File: src/rtl/rx_pkt_pkg.sv
// Shared definitions for the rx packet parser: header field layout, FSM states
// and the output buffer entry format.
package rx_pkt_pkg;

    localparam logic [7:0]  MAGIC_DEFAULT = 8'hA5;

    localparam int unsigned DATA_W        = 32;
    localparam int unsigned CHAN_W        = 8;
    localparam int unsigned LEN_W         = 11;
    localparam int unsigned RSVD_W        = 5;

    localparam int unsigned HDR_MAGIC_LSB = 24;
    localparam int unsigned HDR_CHAN_LSB  = 16;
    localparam int unsigned HDR_RSVD_LSB  = 11;
    localparam int unsigned HDR_LEN_LSB   = 0;

    typedef enum logic [2:0] {
        HUNT    = 3'b001,
        PAYLOAD = 3'b010,
        TRAILER = 3'b100
    } rx_state_e;

    typedef struct packed {
        logic [CHAN_W-1:0] chan;
        logic              last;
        logic [DATA_W-1:0] data;
    } buf_entry_t;

    function automatic logic [7:0] hdr_magic(input logic [DATA_W-1:0] w);
        return w[HDR_MAGIC_LSB +: 8];
    endfunction

    function automatic logic [CHAN_W-1:0] hdr_chan(input logic [DATA_W-1:0] w);
        return w[HDR_CHAN_LSB +: CHAN_W];
    endfunction

    function automatic logic [RSVD_W-1:0] hdr_rsvd(input logic [DATA_W-1:0] w);
        return w[HDR_RSVD_LSB +: RSVD_W];
    endfunction

    function automatic logic [LEN_W-1:0] hdr_len(input logic [DATA_W-1:0] w);
        return w[HDR_LEN_LSB +: LEN_W];
    endfunction

endpackage

File: src/rtl/rx_skid_buf.sv
// Two-entry output buffer of {chan, last, data}; the head entry drives the
// valid/ready stream and is held until accepted.
module rx_skid_buf
    import rx_pkt_pkg::*;
(
    input  logic       usb_clk,
    input  logic       rst,
    input  logic       push,
    input  buf_entry_t push_entry,
    output buf_entry_t head,
    output logic       valid,
    input  logic       ready,
    output logic [1:0] count
);

    buf_entry_t mem [2];
    logic       wr_ptr;
    logic       rd_ptr;
    logic       pop;

    assign valid = (count != 2'd0);
    assign pop   = valid && ready;
    assign head  = mem[rd_ptr];

    always_ff @(posedge usb_clk) begin
        if (rst) begin
            mem[0] <= '0;
            mem[1] <= '0;
            wr_ptr <= 1'b0;
            rd_ptr <= 1'b0;
            count  <= 2'd0;
        end else begin
            if (push) begin
                mem[wr_ptr] <= push_entry;
                wr_ptr      <= ~wr_ptr;
            end
            if (pop) begin
                rd_ptr <= ~rd_ptr;
            end
            case ({push, pop})
                2'b10:   count <= count + 2'd1;
                2'b01:   count <= count - 2'd1;
                default: ;
            endcase
        end
    end

endmodule

File: src/rtl/rx_packet_parser.sv
// Frames the rx FIFO word stream into header/payload/trailer packets, streams
// payload with its channel tag, and reports framing and checksum errors.
module rx_packet_parser
    import rx_pkt_pkg::*;
#(
    parameter logic [7:0]  MAGIC   = MAGIC_DEFAULT,
    parameter int unsigned MAX_LEN = 1024,
    parameter int unsigned ERR_W   = 16
) (
    input  logic             usb_clk,
    input  logic             rst,
    input  logic             rx_fifo_empty,
    input  logic [31:0]      rx_fifo_data,
    output logic             rx_fifo_read,
    output logic [31:0]      m_data,
    output logic             m_valid,
    input  logic             m_ready,
    output logic             m_last,
    output logic [7:0]       m_chan,
    output logic             pkt_done,
    output logic             pkt_err,
    output logic [ERR_W-1:0] err_count
);

    localparam logic [LEN_W-1:0] MAX_LEN_L = LEN_W'(MAX_LEN);

    rx_state_e         state, state_n;
    logic              rd_d;
    logic [CHAN_W-1:0] chan_q, chan_n;
    logic [LEN_W-1:0]  rem_q, rem_n;
    logic [DATA_W-1:0] csum_q, csum_n;
    logic              push;
    buf_entry_t        push_entry;
    buf_entry_t        head;
    logic              err_p, done_p;
    logic [1:0]        occ;
    logic [1:0]        occ_eff;
    logic              pop;

    rx_skid_buf u_buf (
        .usb_clk    (usb_clk),
        .rst        (rst),
        .push       (push),
        .push_entry (push_entry),
        .head       (head),
        .valid      (m_valid),
        .ready      (m_ready),
        .count      (occ)
    );

    assign m_data = head.data;
    assign m_last = head.last;
    assign m_chan = head.chan;

    // Occupancy is counted after this cycle's pop so a steady 1 word/cycle is
    // sustained; a read at N is pushed at N+1, so the buffer holds at most 2.
    assign pop          = m_valid && m_ready;
    assign occ_eff      = occ - {1'b0, pop};
    assign rx_fifo_read = !rst && !rx_fifo_empty && ((occ_eff + {1'b0, rd_d}) < 2'd2);

    always_ff @(posedge usb_clk) begin
        if (rst) begin
            state     <= HUNT;
            rd_d      <= 1'b0;
            chan_q    <= '0;
            rem_q     <= '0;
            csum_q    <= '0;
            pkt_done  <= 1'b0;
            pkt_err   <= 1'b0;
            err_count <= '0;
        end else begin
            state    <= state_n;
            rd_d     <= rx_fifo_read;
            chan_q   <= chan_n;
            rem_q    <= rem_n;
            csum_q   <= csum_n;
            pkt_done <= done_p;
            pkt_err  <= err_p;
            if (err_p && (err_count != '1)) begin
                err_count <= err_count + ERR_W'(1);
            end
        end
    end

    always_comb begin
        state_n    = state;
        chan_n     = chan_q;
        rem_n      = rem_q;
        csum_n     = csum_q;
        push       = 1'b0;
        push_entry = '0;
        err_p      = 1'b0;
        done_p     = 1'b0;
        if (rd_d) begin
            case (state)
                HUNT: begin
                    if (hdr_magic(rx_fifo_data) == MAGIC) begin
                        chan_n = hdr_chan(rx_fifo_data);
                        if ((hdr_len(rx_fifo_data) == '0) ||
                            (hdr_len(rx_fifo_data) > MAX_LEN_L) ||
                            (hdr_rsvd(rx_fifo_data) != '0)) begin
                            err_p = 1'b1;
                        end else begin
                            state_n = PAYLOAD;
                            csum_n  = '0;
                            rem_n   = hdr_len(rx_fifo_data);
                        end
                    end
                end
                PAYLOAD: begin
                    push            = 1'b1;
                    push_entry.chan = chan_q;
                    push_entry.last = (rem_q == LEN_W'(1));
                    push_entry.data = rx_fifo_data;
                    csum_n          = csum_q ^ rx_fifo_data;
                    rem_n           = rem_q - LEN_W'(1);
                    if (rem_q == LEN_W'(1)) begin
                        state_n = TRAILER;
                    end
                end
                TRAILER: begin
                    done_p  = 1'b1;
                    err_p   = (rx_fifo_data != csum_q);
                    state_n = HUNT;
                end
                default: state_n = HUNT;
            endcase
        end
    end

endmodule
File: config.mk
export PLATFORM = sky130hd
export DESIGN_NAME = rx_packet_parser
export DESIGN_NICKNAME = d
export VERILOG_FILES = /design/src/rtl/rx_pkt_pkg.sv /design/src/rtl/rx_skid_buf.sv /design/src/rtl/rx_packet_parser.sv
export SDC_FILE = /design/constraint.sdc
export NUM_CORES = 1
export LEC_CHECK = 0
export ABC_AREA = 1
export ABC_CLOCK_PERIOD_IN_PS = 5880
export BUFFER_PORTS_ARGS = -buffer_cell sky130_fd_sc_hd__clkbuf_2
export CAP_MARGIN = 20
export CORE_AREA = 2 2 117 119
export DETAILED_ROUTE_END_ITERATION = 6
export DIE_AREA = 0 0 119 121
export PLACE_DENSITY = 0.81
export RECOVER_POWER = 25
export SLEW_MARGIN = 20
export SYNTH_ARGS = -nofsm -noshare
export SYNTH_HDL_FRONTEND = slang
export SYNTH_SLANG_ARGS = --single-unit
export TNS_END_PERCENT = 5
File: constraint.sdc
create_clock -name usb_clk -period 5.88 [get_ports usb_clk]
set_clock_uncertainty 0.05 [all_clocks]
set_input_delay 1.47 -clock usb_clk [delete_from_list [all_inputs] [get_ports usb_clk]]
set_output_delay 1.47 -clock usb_clk [all_outputs]
set_load 0.005 [all_outputs]
* Word-level counts from Yosys, hierarchy flattened *
Memory sizes are Yosys's and may differ from the RTL's. A register that Yosys moved wholly into a read port is not among the register bits.
Cells that the tools add are included.

cells by class
  muxes and demuxes = 30
  equal/unequal tests = 12
  reduce and logical (&&, ||, !) cells = 18
  order comparisons = 2
  bitwise operators = 4
  add/subtract/negate cells = 6

operators by type and width
  cell                                                count
  two-way mux 41 bit                                  3
  two-way mux 32 bit                                  2
  one-hot mux 32 bit (2 select lines)                 1
  OR reduction 41 bit                                 1
  inequality test 32 bit                              1
  XOR 32 bit                                          1
  two-way mux 11 bit                                  2
  one-hot mux 11 bit (2 select lines)                 1
  adder 16 x 1 -> 16 bit, second input constant       1
  inequality test 16 bit, second input constant       1
  two-way mux 1 bit                                   15
  == test 11 x 1 -> 1 bit, second input constant      1
  > comparator 11 bit, second input constant          1
  logical NOT 11 bit                                  1
  subtractor 11 x 1 -> 11 bit, second input constant  1
  two-way mux 3 bit                                   3
  == test 8 bit, second input constant                1
  AND reduction 4 bit                                 2
  inequality test 2 bit, second input constant        3
  one-hot mux 3 bit (2 select lines)                  1
  nonzero test 2 bit                                  3
  nonzero test 5 bit                                  1
  logical AND 1 bit                                   4
  one-hot mux 2 bit (2 select lines)                  1
  other kinds (16)                                    20

storage, ports and cells
  output and inout port bits = 61
  logic and storage cells = 84
  bits in registers = 77
  memories kept = 1
  input port bits = 36
  memory bits (writable) = 82

memory list
  name       words  width  read ports  clocked after Yosys merged registers in  wr ports  line               RTL
  u_buf.mem  2      41     1           1                                        2         rx_skid_buf.sv:16  buf_entry_t mem [2];

* Depth between registers and ports, before layout *
  word-level depth = 8
  depth in mapped cells = 14
  gate-level depth less buffers = 13

* Cells and area by module *
A second synthesis with hierarchy kept.

unflattened totals
  cell total of the unflattened synthesis = 1,027
  area, all modules = 8,501.9 µm²

modules (own cells, without submodules)
  module            instances  area each (µm²)  cells each  sequential area each (µm²)
  rx_packet_parser  1          4,548.1          730         1,461.4
  rx_skid_buf       1          3,953.8          297         2,562.5

* Least setup slack after synthesis *
OpenSTA, ideal clock, no wires.

  path kind = input -> output
  start point = input port m_ready
  end point = output port rx_fifo_read
  path buffers = 0
  setup slack = 2.049 ns
  arrival time = 2.311 ns
  data required time = 4.360 ns
  cell stages on the path = 5
  cell sequence = nand2_1 inv_1 ha_1 o21a_1 nor4_1

on the way
  word-level cells in the longest chain between the ends = 5

RTL lines
  element                     line                    RTL
  start, declared             rx_packet_parser.sv:17  input logic m_ready,
  logical AND 1 bit           rx_packet_parser.sv:57  assign pop = m_valid && m_ready;
  via pop                     rx_packet_parser.sv:38  logic pop;
  subtractor 2 x 1 -> 2 bit   rx_packet_parser.sv:58  assign occ_eff = occ - {1'b0, pop};
  adder 2 x 1 -> 2 bit        rx_packet_parser.sv:59  assign rx_fifo_read = !rst && !rx_fifo_empty && ((occ_eff + {1'b0, rd_d}) < 2'd2);
  less-than comparator 2 bit  rx_packet_parser.sv:59
  logical AND 1 bit           rx_packet_parser.sv:59
  end, declared               rx_packet_parser.sv:14  output logic rx_fifo_read,

The timed path passes the listed nets, and every way through them passes these cells.

* Worst setup path after layout *
  start point = input port rx_fifo_data[25]
  end point = register err_count[13]

on the way
  word-level cells in the longest chain between the ends = 5
  elaborated cells between the ends (all ways) = 6
  classes of those cells = eq/ne (2); mux (3); reduce/logical (1)

RTL lines
  element                                 line                    RTL
  start, declared                         rx_packet_parser.sv:13  input logic [31:0] rx_fifo_data,
  == test 8 bit                           rx_packet_parser.sv:97  if (hdr_magic(rx_fifo_data) == MAGIC) begin
  two-way mux 1 bit                       rx_packet_parser.sv:97
  one-hot mux 1 bit (2 select lines) (*)  rx_packet_parser.sv:95  case (state)
  two-way mux 1 bit (*)                   rx_packet_parser.sv:94  if (rd_d) begin
  logical AND 1 bit (*)                   rx_packet_parser.sv:79  if (err_p && (err_count != '1)) begin
  end signal, assigned                    rx_packet_parser.sv:80  err_count <= err_count + ERR_W'(1);
  end, declared                           rx_packet_parser.sv:22  output logic [ERR_W-1:0] err_count

Mark *: on every way between the ends. The rest lies on a longest branch, timed or not.
A chain may end at the register's enable or synchronous reset.

==> flow_metrics.tcl <==
set metrics [dict create \
    multi_input_area_um2 3160 \
    place_area_um2 8290 \
    dp_hpwl_mm 11.2 \
    clockBufferDepth 2 \
    drc 0 \
    synth.avg_cell_area_um2 8.37 \
    ys_top_cells_by_area "edfxtp_1, dfxtp_1, nand2_1" \
    arrival_ps 4840 \
    fmax_ghz 0.217 \
    synth_area_leader_cell "edfxtp_1" \
    grt_max_degree 64 \
    placed_cells 1159 \
    status "complete, but fails checks" \
    drive_gt1_frac 0.165 \
    startpoint_type "primary input" \
    die_h_um 121 \
    synth.top_cell.area_share 0.319 \
    hold_path_depth 2 \
    path_buf_inv 2 \
    finalCritPeriodShare 0.783 \
    vias 6432 \
    placement.io_buffers 96 \
    power.total_mw 2.32 \
    area_growth_pct 14.1 \
    report.final.slew_viol_count 61 \
    syn_area_um2 7720 \
    pwr-share-clk 0.438 \
    hp-class "flop to flop" \
    swShare 0.210 \
    initial_core_util 0.590 \
    clkLatencyLatePin_ps 420 \
    cts.sinks 160 \
    crit_family "simple AND/OR/NAND/NOR gates" \
    grt_pass1_vias 5983 \
    cp-end-kind "flop" \
    rows 42 \
    worstPathMaxFanout 19 \
    powerDensity_nw_per_um2 263 \
    min_to "err_count[15]$_SDFFE_PP0P_" \
    syn_nets 963 \
    setup_violations 0 \
    final_nets 1043 \
    crit_type "primary input to flop" \
    reg2reg_setup_slack_ps 2340 \
    tightestPinTransition_ps 2060 \
    max_stage_delay_ps 1460 \
    seqPwrFrac 0.518 \
    diodes 0 \
    cap_violations 2 \
    seq_area_um2 4030 \
    rsz0062_at_grt "no" \
    violations "capacitance limit, slew limit" \
    totalNegativeSetupSlack_ps 0 \
    cts_tree "yes" \
    power_switching_mw 0.488 \
    place_congestion 0.899 \
    boundaryPins 97 \
    reg2regPathDepth 8 \
    cts-resized-gates 0 \
    path_cells "clkbuf_1, inv_1, nand4_1, or2_0, nor3_1, nand2_1, nand2_2, nand2_1, nand2_1, a21oi_1" \
    synth-seq-cells 160 \
    clk_pin_slew_ps 60 \
    instances_no_fill 1191 \
    async_reset_ff_frac 0 \
    maxSlewHeadroom -0.372 \
    ys_seq_area_frac 0.521 \
    post_cts_buffers 0 \
    min_period_ps 4610 \
    h-tree-depth 4 \
    syn_inst 922 \
    drt-initial-drc-count 675 \
    synth.distinct_cells 33 \
    timing.rr.start "state[1]$_SDFFE_PP0P_" \
    min_from "err_count[15]$_SDFFE_PP0P_" \
    overflow 0 \
    required_ps 6110 \
    cpMostUsedCell "nand2_1" \
    p_int_mw 1.83 \
    p_comb_frac 0.044 \
    post_drt_wl_per_cell_um 14.5 \
    die_w_um 119 \
    drt_pass1_iterations 5 \
    grt_usage 0.251 \
    cts_buffers 17 \
    cts_hold_buf 0 \
    ant_nets 0 \
    grt_pass1_wl_mm 28.5 \
    synth_edf_count 82 \
    hold_viol 0 \
    final_cell_area_um2 8810 \
    cp_num_cells 10 \
    dieArea_um2 14400 \
    synth_ff_type "edfxtp_1" \
    core_region_area_um2 13100 \
    reg2reg_to "u_buf.mem[0][17]$_SDFFCE_PN0P_" \
    ys_warn_count 0 \
    fillers 1048 \
    crit_slowest_cell "nor3_1" \
    cts_root_buf "clkbuf_16" \
    vdd_drop_max_v 0.000180 \
    via_per_inst 5.40 \
    p_leak_nw 3.45 \
    antenna_found_initial 0 \
    wl_mm 17.2 \
]
-- cell type report --
class	instances	share of cell area
Timing Repair Buffer	101	0.0565
Sequential cell	160	0.457
Clock inverter	6	0.00682
Tap cell	176	0.0250
Inverter	98	0.0418
Multi-Input combinational cell	624	0.358
Clock buffer	26	0.0544
-- registers in the layout, indices dropped and copies added, names as in the netlist, named ones only --
| register | count |
|---|---|
| pkt_done | 1 |
| err_count | 16 |
| rem_q | 11 |
| chan_q | 8 |
| csum_q | 32 |
| rd_d | 1 |
| state | 3 |
| u_buf.mem | 82 |
| u_buf.count | 2 |
| u_buf.wr_ptr | 1 |
| pkt_err | 1 |
| u_buf.rd_ptr | 1 |
-- worst min-delay path, cell delays in order, from the launching register on --
cell and delay [ps]:
dfxtp_1 320, nand2_1 60, a21oi_1 50
-- per-layer routing --
layer,GRT usage,vias up,share of wire
met2,0.436,211,0.50
met3,0.0446,30,0.049
li1,-,3198,-
met1,0.307,2993,0.43
met5,0,-,0
met4,0.113,0,0.019
-- power by group through the flow --
stage / combinational (mW) / sequential (mW) / clock (mW)
2_1_floorplan: 0.0558 / 1.22 / 0
3_3_place_gp: 0.102 / 1.22 / 0
3_5_place_dp: 0.103 / 1.22 / 0
4_1_cts: 0.104 / 1.20 / 1.02
5_1_grt: 0.115 / 1.20 / 1.07
6_report: 0.103 / 1.20 / 1.02
-- Yosys cell counts, types with 3 or more instances --
cell type  count
buf_4          3
nor2_1       135
buf_2          6
xnor2_1        8
nor3_1        11
buf_1          5
nand2_1      193
a21oi_1       76
inv_1         90
nand4_1        7
clkbuf_1      26
nand3_1       94
inv_2          7
xor2_1         9
o21ai_0       25
edfxtp_1      82
nor4_1         4
dfxtp_1       78
ha_1           5
mux2_2        41
nand3b_1       3
-- cells in the final DEF, fill, tap and decap left out --
cell type	n
a21oi_1	76
a22oi_1	1
a2bb2oi_1	1
buf_4	4
bufinv_16	1
clkbuf_1	21
clkbuf_16	17
clkbuf_2	83
clkbuf_8	2
clkinv_1	1
clkinv_2	2
clkinvlp_4	1
dfxtp_1	77
dfxtp_2	1
edfxtp_1	82
ha_1	5
inv_1	91
inv_2	6
inv_4	2
mux2_2	41
nand2_1	191
nand2_2	2
nand2_4	2
nand3_1	94
nand3b_1	3
nand4_1	7
nand4_4	1
nor2_1	135
nor2_4	1
nor3_1	12
nor3_4	1
nor4_1	4
o21a_1	2
o21ai_0	25
o21ai_1	1
o22ai_1	1
or2_0	1
xnor2_1	8
xor2_1	9
-- logic make-up (layout without fill, tap and decap cells) --
| kind of cell | after synthesis | after routing | synth area share |
|---|---|---|---|
| adder cells (fa/ha/maj) | 5 | 5 | 0.00811 |
| multiplexers | 41 | 41 | 0.0598 |
| XOR/XNOR | 17 | 17 | 0.0193 |
| AND/OR/NAND/NOR | 454 | 454 | 0.251 |
| flip-flops | 160 | 160 | 0.521 |
| AO/OA/AOI/OAI | 107 | 107 | 0.0710 |
| buffers and inverters | 138 | 231 | 0.0695 |
-- metrics by stage --
stage,hold slack [ps],worst slack [ps],util
2_1_floorplan,376,2050,-
3_3_place_gp,390,1830,0.634
3_5_place_dp,408,1830,0.634
4_1_cts,425,1820,0.675
5_1_grt,439,915,0.673
6_report,426,1270,0.673
-- worst max path at each step --
stage                                start                    endpoint  slack [ps]
final                     rx_fifo_data[25]  err_count[13]$_SDFFE_PP0P_        1270
after global routing      rx_fifo_data[25]   err_count[8]$_SDFFE_PP0P_         910
after CTS                          m_ready                rx_fifo_read        1820
after detailed placement           m_ready                rx_fifo_read        1830
after floorplan                    m_ready                rx_fifo_read        2050
after global placement             m_ready                rx_fifo_read        1830
Note: power is estimated with default switching activity, not from simulation.
